File: src/rtl/pll_seq_pkg.sv
// Shared types and default tuning constants for the PLL bring-up sequencer.
package pll_seq_pkg;

  typedef enum logic [2:0] {
    ST_IDLE      = 3'd0,
    ST_CP_EN     = 3'd1,
    ST_VCO_EN    = 3'd2,
    ST_LOCK_WAIT = 3'd3,
    ST_RST_HOLD  = 3'd4,
    ST_RUN       = 3'd5,
    ST_FAULT     = 3'd6
  } seq_state_t;

  localparam int DEF_REF_WIN   = 8;
  localparam int DEF_MULT      = 8;
  localparam int DEF_TOL       = 1;
  localparam int DEF_LOCK_GOOD = 4;
  localparam int DEF_CP_DLY    = 16;
  localparam int DEF_VCO_DLY   = 16;
  localparam int DEF_RST_HOLD  = 32;
  localparam int DEF_TIMEOUT   = 4096;
  localparam int DEF_MAX_RETRY = 3;

  function automatic int max_of(input int a, input int b);
    return (a > b) ? a : b;
  endfunction

endpackage

File: src/rtl/lock_window_checker.sv
// Synchronizes REF/FB, counts FB edges per REF_WIN reference edges and
// emits one-cycle good/bad pulses when each window closes.
module lock_window_checker
  import pll_seq_pkg::*;
#(
  parameter int REF_WIN = DEF_REF_WIN,
  parameter int MULT    = DEF_MULT,
  parameter int TOL     = DEF_TOL
) (
  input  logic clk,
  input  logic reset_n,
  input  logic active,
  input  logic ref_in,
  input  logic fb_in,
  output logic win_good,
  output logic win_bad
);

  localparam int FBW = $clog2(2 * REF_WIN * MULT + 1);
  localparam int RW  = (REF_WIN > 1) ? $clog2(REF_WIN) : 1;
  localparam logic [FBW-1:0] FB_MAX   = '1;
  localparam logic [FBW-1:0] TARGET_V = FBW'(REF_WIN * MULT);
  localparam logic [FBW-1:0] TOL_V    = FBW'(TOL);
  localparam logic [RW-1:0]  LAST_REF = RW'(REF_WIN - 1);

  logic [2:0]     ref_sync;
  logic [2:0]     fb_sync;
  logic           ref_edge;
  logic           fb_edge;
  logic           armed;
  logic [RW-1:0]  ref_cnt;
  logic [FBW-1:0] fb_cnt;
  logic [FBW-1:0] fb_dist;
  logic           good_now;

  always_ff @(posedge clk) begin
    if (!reset_n) begin
      ref_sync <= '0;
      fb_sync  <= '0;
    end else begin
      ref_sync <= {ref_sync[1:0], ref_in};
      fb_sync  <= {fb_sync[1:0], fb_in};
    end
  end

  assign ref_edge = ref_sync[1] & ~ref_sync[2];
  assign fb_edge  = fb_sync[1] & ~fb_sync[2];

  assign fb_dist  = (fb_cnt >= TARGET_V) ? (fb_cnt - TARGET_V) : (TARGET_V - fb_cnt);
  assign good_now = (fb_cnt != FB_MAX) && (fb_dist <= TOL_V);

  // An FB edge coincident with the closing REF edge belongs to the new window.
  always_ff @(posedge clk) begin
    if (!reset_n || !active) begin
      armed    <= 1'b0;
      ref_cnt  <= '0;
      fb_cnt   <= '0;
      win_good <= 1'b0;
      win_bad  <= 1'b0;
    end else begin
      win_good <= 1'b0;
      win_bad  <= 1'b0;
      if (!armed) begin
        if (ref_edge) begin
          armed   <= 1'b1;
          ref_cnt <= '0;
          fb_cnt  <= FBW'(fb_edge);
        end
      end else if (ref_edge && (ref_cnt == LAST_REF)) begin
        win_good <= good_now;
        win_bad  <= !good_now;
        ref_cnt  <= '0;
        fb_cnt   <= FBW'(fb_edge);
      end else begin
        if (ref_edge) ref_cnt <= ref_cnt + 1'b1;
        if (fb_edge && (fb_cnt != FB_MAX)) fb_cnt <= fb_cnt + 1'b1;
      end
    end
  end

endmodule

File: src/rtl/pll_bringup_sequencer.sv
// PLL bring-up sequencer: enables CP then VCO, qualifies lock over
// measurement windows, releases core reset, and retries or faults.
//
//   state     | meaning
//   IDLE      | PLL off, core held in reset, waiting for start
//   CP_EN     | charge pump on, settling
//   VCO_EN    | charge pump and VCO on, settling
//   LOCK_WAIT | counting consecutive good windows, timeout armed
//   RST_HOLD  | locked, core reset still held
//   RUN       | core running, lock monitored
//   FAULT     | retries exhausted, PLL off until start drops
module pll_bringup_sequencer
  import pll_seq_pkg::*;
#(
  parameter int REF_WIN   = DEF_REF_WIN,
  parameter int MULT      = DEF_MULT,
  parameter int TOL       = DEF_TOL,
  parameter int LOCK_GOOD = DEF_LOCK_GOOD,
  parameter int CP_DLY    = DEF_CP_DLY,
  parameter int VCO_DLY   = DEF_VCO_DLY,
  parameter int RST_HOLD  = DEF_RST_HOLD,
  parameter int TIMEOUT   = DEF_TIMEOUT,
  parameter int MAX_RETRY = DEF_MAX_RETRY
) (
  input  logic       CLK,
  input  logic       reset_n,
  input  logic       start,
  input  logic       ref_in,
  input  logic       fb_in,
  output logic       ENb_CP,
  output logic       ENb_VCO,
  output logic       core_reset,
  output logic       locked,
  output logic       fault,
  output logic [2:0] state_o,
  output logic [1:0] retry_cnt
);

  localparam int TW = $clog2(max_of(max_of(CP_DLY, VCO_DLY), max_of(RST_HOLD, TIMEOUT))) + 1;
  localparam int GW = $clog2(LOCK_GOOD + 1);

  seq_state_t    state, state_nxt;
  logic [TW-1:0] timer, timer_nxt;
  logic [GW-1:0] good_cnt, good_nxt;
  logic          bad_seen, bad_nxt;
  logic [1:0]    retry_nxt;
  logic          fault_nxt;
  logic          cp_nxt, vco_nxt, crst_nxt, lock_nxt;
  logic          chk_active;
  logic          win_good, win_bad;

  assign chk_active = (state == ST_LOCK_WAIT) || (state == ST_RST_HOLD) || (state == ST_RUN);

  lock_window_checker #(
    .REF_WIN (REF_WIN),
    .MULT    (MULT),
    .TOL     (TOL)
  ) u_lock_chk (
    .clk      (CLK),
    .reset_n  (reset_n),
    .active   (chk_active),
    .ref_in   (ref_in),
    .fb_in    (fb_in),
    .win_good (win_good),
    .win_bad  (win_bad)
  );

  always_comb begin
    state_nxt = state;
    timer_nxt = (timer != '0) ? (timer - 1'b1) : timer;
    good_nxt  = good_cnt;
    bad_nxt   = bad_seen;
    retry_nxt = retry_cnt;
    fault_nxt = fault;

    case (state)
      ST_IDLE: if (start) state_nxt = ST_CP_EN;
      ST_CP_EN: if (timer == '0) state_nxt = ST_VCO_EN;
      ST_VCO_EN: if (timer == '0) state_nxt = ST_LOCK_WAIT;
      ST_LOCK_WAIT: begin
        if (win_good) good_nxt = good_cnt + 1'b1;
        else if (win_bad) good_nxt = '0;
        // Lock qualification wins over a simultaneous timeout.
        if (win_good && (good_cnt == GW'(LOCK_GOOD - 1))) begin
          state_nxt = ST_RST_HOLD;
        end else if (timer == '0) begin
          retry_nxt = (retry_cnt == 2'd3) ? retry_cnt : (retry_cnt + 1'b1);
          state_nxt = (int'(retry_nxt) < MAX_RETRY) ? ST_CP_EN : ST_FAULT;
        end
      end
      ST_RST_HOLD: if (timer == '0) state_nxt = ST_RUN;
      ST_RUN: begin
        if (win_bad) begin
          if (bad_seen) state_nxt = ST_CP_EN;
          else bad_nxt = 1'b1;
        end else if (win_good) begin
          bad_nxt = 1'b0;
        end
      end
      ST_FAULT: if (!start) state_nxt = ST_IDLE;
      default: state_nxt = ST_IDLE;
    endcase

    if (!start && (state != ST_FAULT)) state_nxt = ST_IDLE;

    if (state_nxt != state) begin
      case (state_nxt)
        ST_IDLE: begin
          retry_nxt = '0;
          fault_nxt = 1'b0;
        end
        ST_CP_EN:     timer_nxt = TW'(CP_DLY - 1);
        ST_VCO_EN:    timer_nxt = TW'(VCO_DLY - 1);
        ST_LOCK_WAIT: begin
          timer_nxt = TW'(TIMEOUT - 1);
          good_nxt  = '0;
        end
        ST_RST_HOLD:  timer_nxt = TW'(RST_HOLD - 1);
        ST_RUN:       bad_nxt = 1'b0;
        ST_FAULT:     fault_nxt = 1'b1;
        default: ;
      endcase
    end

    cp_nxt   = 1'b1;
    vco_nxt  = 1'b1;
    crst_nxt = 1'b1;
    lock_nxt = 1'b0;
    case (state_nxt)
      ST_IDLE, ST_FAULT: begin
        cp_nxt  = 1'b0;
        vco_nxt = 1'b0;
      end
      ST_CP_EN: vco_nxt = 1'b0;
      ST_RUN: begin
        crst_nxt = 1'b0;
        lock_nxt = 1'b1;
      end
      default: ;
    endcase
  end

  always_ff @(posedge CLK) begin
    if (!reset_n) begin
      state      <= ST_IDLE;
      timer      <= '0;
      good_cnt   <= '0;
      bad_seen   <= 1'b0;
      retry_cnt  <= '0;
      fault      <= 1'b0;
      ENb_CP     <= 1'b0;
      ENb_VCO    <= 1'b0;
      core_reset <= 1'b1;
      locked     <= 1'b0;
    end else begin
      state      <= state_nxt;
      timer      <= timer_nxt;
      good_cnt   <= good_nxt;
      bad_seen   <= bad_nxt;
      retry_cnt  <= retry_nxt;
      fault      <= fault_nxt;
      ENb_CP     <= cp_nxt;
      ENb_VCO    <= vco_nxt;
      core_reset <= crst_nxt;
      locked     <= lock_nxt;
    end
  end

  assign state_o = state;

endmodule

File: config.mk
export PLATFORM = sky130hd
export DESIGN_NAME = pll_bringup_sequencer
export DESIGN_NICKNAME = d
export VERILOG_FILES = /design/src/rtl/pll_seq_pkg.sv /design/src/rtl/lock_window_checker.sv /design/src/rtl/pll_bringup_sequencer.sv
export SDC_FILE = /design/constraint.sdc
export NUM_CORES = 1
export LEC_CHECK = 0
export CAP_MARGIN = 20
export CORE_UTILIZATION = 59
export CTS_CLUSTER_DIAMETER = 40
export DETAILED_ROUTE_END_ITERATION = 6
export PLACE_DENSITY = 0.76
export SKIP_LAST_GASP = 1
export SYNTH_ARGS = -nofsm -noshare
export SYNTH_HDL_FRONTEND = slang
export SYNTH_SLANG_ARGS = --single-unit
File: constraint.sdc
create_clock -name CLK -period 2.6 [get_ports CLK]
set_input_delay 0.52 -clock CLK [delete_from_list [all_inputs] [get_ports CLK]]
set_output_delay 0.52 -clock CLK [all_outputs]
set_load 0.05 [all_outputs]
==> results of run 1 <==
==> report_power, final <==
part	leakage (nW)	internal, W	total, W	switching [W]
registers	0.382	0.000789	0.000870	0.0000807
clock network	0.0548	0.000290	0.000557	0.000267
logic	0.714	0.000382	0.000801	0.000419
==> kinds of logic (layout without fill, tap and decap cells) <==
kind of cell	after synthesis	in the layout	synth area share, %
compound gates	80	81	21.9
xor+xnor	14	14	4.90
fa+ha+maj	7	7	3.50
buf+inv	25	52	4.20
flops	47	47	37.6
mux	1	1	0.450
simple gates	120	120	27.4
==> critical path: cells and delay by family (launching register included) <==
kind            cells  cell delay (ps)
compound gates      4              980
fa+ha+maj           1              210
buf+inv             2              240
flops               1              310
simple gates        3              620
==> how the worst min path moves through the flow <==
stage / from / to / slack [ps] / depth (start not counted)
2_1_floorplan: u_lock_chk.fb_sync[0]$_SDFF_PN0_ / u_lock_chk.fb_sync[1]$_SDFF_PN0_ / 410 / 1
3_3_place_gp: u_lock_chk.ref_sync[0]$_SDFF_PN0_ / u_lock_chk.ref_sync[1]$_SDFF_PN0_ / 410 / 1
3_5_place_dp: u_lock_chk.fb_sync[0]$_SDFF_PN0_ / u_lock_chk.fb_sync[1]$_SDFF_PN0_ / 430 / 1
4_1_cts: u_lock_chk.ref_sync[0]$_SDFF_PN0_ / u_lock_chk.ref_sync[1]$_SDFF_PN0_ / 450 / 1
5_1_grt: u_lock_chk.ref_sync[0]$_SDFF_PN0_ / u_lock_chk.ref_sync[1]$_SDFF_PN0_ / 460 / 1
6_report: u_lock_chk.ref_sync[0]$_SDFF_PN0_ / u_lock_chk.ref_sync[1]$_SDFF_PN0_ / 450 / 1
==> state kept, by name, summed over array words and instances, names as in the netlist <==
name,cells
u_lock_chk.fb_cnt,8
u_lock_chk.ref_sync,3
bad_seen,1
timer,13
ENb_VCO,1
u_lock_chk.fb_sync,3
good_cnt,3
fault,1
u_lock_chk.win_good,1
u_lock_chk.win_bad,1
ENb_CP,1
state_o,3
locked,1
u_lock_chk.armed,1
u_lock_chk.ref_cnt,3
core_reset,1
retry_cnt,2
==> metrics by stage <==
stage                     setup WS [ps]  power, W
after global routing               1.52   0.00235
final                               129   0.00223
after CTS                          55.6   0.00219
after floorplan                     183   0.00141
after detailed placement           90.7   0.00164
after global placement             96.7   0.00163
==> layer usage <==
metal / up-vias / share of wire [%]
met2: 46 / 46
met1: 1019 / 48
met5: - / 0
met4: 0 / 1.6
li1: 1119 / -
met3: 9 / 4.4
==> cells in the final DEF (no fill, tap or decap), types with 2 or more instances in the layout <==
master           Yosys  layout
dfxtp_1             47      47
nand2_1             27      27
nor2_1              24      24
a21oi_1             23      23
buf_4                1      16
o21ai_0             14      14
clkdlybuf4s50_1      0      14
inv_1               13      13
xor2_1              10      10
nand3_1              8       8
a31o_2               8       8
and3_1               7       7
and2_1               7       7
ha_1                 7       7
nor2b_1              6       6
nand4_1              6       6
nor3_1               6       6
or3_1                6       6
clkbuf_8             0       5
xnor2_1              4       4
nor4_1               4       4
o22ai_1              3       3
o211ai_1             3       3
a211oi_1             3       3
nand2b_1             3       3
nor4_4               2       2
o21ai_1              2       2
and4_1               2       2
a211o_1              2       2
nor4b_1              2       2
a31oi_1              3       2
a21o_1               2       2
==> timing repair <==
action                                 CTS  global route
setup endpoints to repair                0            13
endpoints found under the hold margin    0             0
resized for setup                        0             5
==> cell type report <==
type                       instances  area [um^2]  share of cell area [%]
multi-input combinational        223         1500                    51.2
sequential                        47          941                    32.1
timing repair buffer              30          260                    8.88
clock buffer                       5         68.8                    2.35
tap                               50         62.6                    2.13
inverter                          14         52.6                    1.79
clock inverter                     3         46.3                    1.58
==> reports/results.tsv, run 1 <==
metric	value	unit
Initial Util	62.0	%
worst slew pin tran	577	ps
reg-to-reg endpoint	timer[6]$_SDFF_PN0_	
Unique masters post-synth	61	
Die Height	67.1	um
WL final	5600	um
H-tree lvl count	2	
# IOs	15	
Total GRT Usage	26.6	%
status	complete, no violations	
leading post-synthesis cells by cell area	dfxtp_1 38%, a21oi_1 4.6%, nand2_1 4.1%	
DR vias/cell	5.90	
worst clock skew	5.94	ps
met1 usage	34.3	%
Total Negative Setup Slacks	0	ps
Worst Setup SP	timer[0]$_SDFF_PN0_	
largest net degree at the start of global routing	29	
ys async rst share	0	%
CP cell instances	inv_1, ha_1, nor3b_4, buf_4, nand4_1, nand3_1, o211ai_1, a31oi_2, o211ai_2, a31o_2	
fill count	320	
Synth top area share	37.6	%
Worst setup SP type	flip-flop	
Skew-Pair Late Insertion Delay	310	ps
die width	67.1	um
crit path max fanout	6	
total power per unit cell area	760	nW/um^2
Final period util	95.0	%
initial drt markers	205	
Synth Net Count	306	
Critical-path top delay cell	a31oi_2	
Synth area leader	dfxtp_1	
EDFF count, synth	0	
first-pass GRT wire length	9010	um
Max Cap Viol	0	
area grow syn2layout	17.3	%
Detail Placement HPWL	3810	um
Ys Warns	0	
maximum VDD drop	606	uV
CP Capture Point	timer[6]$_SDFF_PN0_	
Die ar.	4500	um^2
Post-DP Area	2770	um^2
post-synthesis sequential area ratio	37.6	%
final core utilization	72.8	%
count leader, synth	dfxtp_1	
Lkg Pwr	1.15	nW
vias in the first global route	1970	
GR Layer Usage met3	7.36	%
Hold Buf Count CTS	0	
crit path DAT	2680	ps
highest clock rate	0.405	GHz
cell area after layout	2930	um^2
share of layout cells above drive strength 1	14.6	%
# setup viols final	0	
ant diodes	0	
commonest cells in the netlist	47 x dfxtp_1, 27 x nand2_1, 24 x nor2_1, 23 x a21oi_1, 14 x o21ai_0	
met2 Usage GRT	42.3	%
Worst Setup End Kind	flip-flop	
antenna violations before repair	0	
cells after synthesis	294	
minimum clock period	2470	ps
worst-case clock buffer depth	2	
Cell Area, Synth	2500	um^2
CTS Buf Count	5	
CTS tree	yes	
core region area	4030	um^2
Finished Layout Cells	372	
post-route ant nets	0	
hold crit path type	reg -> reg	
top_reg_cell synth	dfxtp_1	
final net count	333	
number of synthesized register bits	47	
Fin Hold WS	448	ps
GP Congestion	0.921	
total gr overflow	0	
Post-Place Cells	363	
DRC Markers	0	
peak-usage layer in the global routing report	met2	
Post-CTS Setup Inserts	0	
clock root buffer	clkbuf_8	
# rows	23	
Hold Vio Cnt, Final	0	
Slew Limit Headroom	61.3	%
I/O Buffers	14	
drt pass-1 iters	4	
WL/cell	15.1	um
Syn Area/Cell	8.50	um^2
Req. time, crit path	2800	ps
crit path kind	reg -> reg	
RSZ-0062 raised after global routing	false	
Critical R2R Launch	timer[0]$_SDFF_PN0_	
Clock Sinks	47	
Reg2Reg Setup Slack	130	ps
clk slew on worst S/H paths	90	ps
Critical Path Max Stage Delay	330	ps
Max Slew Vio Count	0	
Via Count	2193	
R2R depth	10	
Power figures use the tool's default switching activity.
==> run 2, diff against run 1 <==
--- a/config.mk
+++ b/config.mk
@@ -6,9 +6,11 @@
 export NUM_CORES = 1
 export LEC_CHECK = 0
 export CAP_MARGIN = 20
+export CORE_MARGIN = 1
 export CORE_UTILIZATION = 59
 export CTS_CLUSTER_DIAMETER = 40
 export DETAILED_ROUTE_END_ITERATION = 6
+export GPL_ROUTABILITY_DRIVEN = 0
 export PLACE_DENSITY = 0.76
 export SKIP_LAST_GASP = 1
 export SYNTH_ARGS = -nofsm -noshare
==> results of run 2 <==
No change in the layout: final DEF, timing and power equal those of run 1.
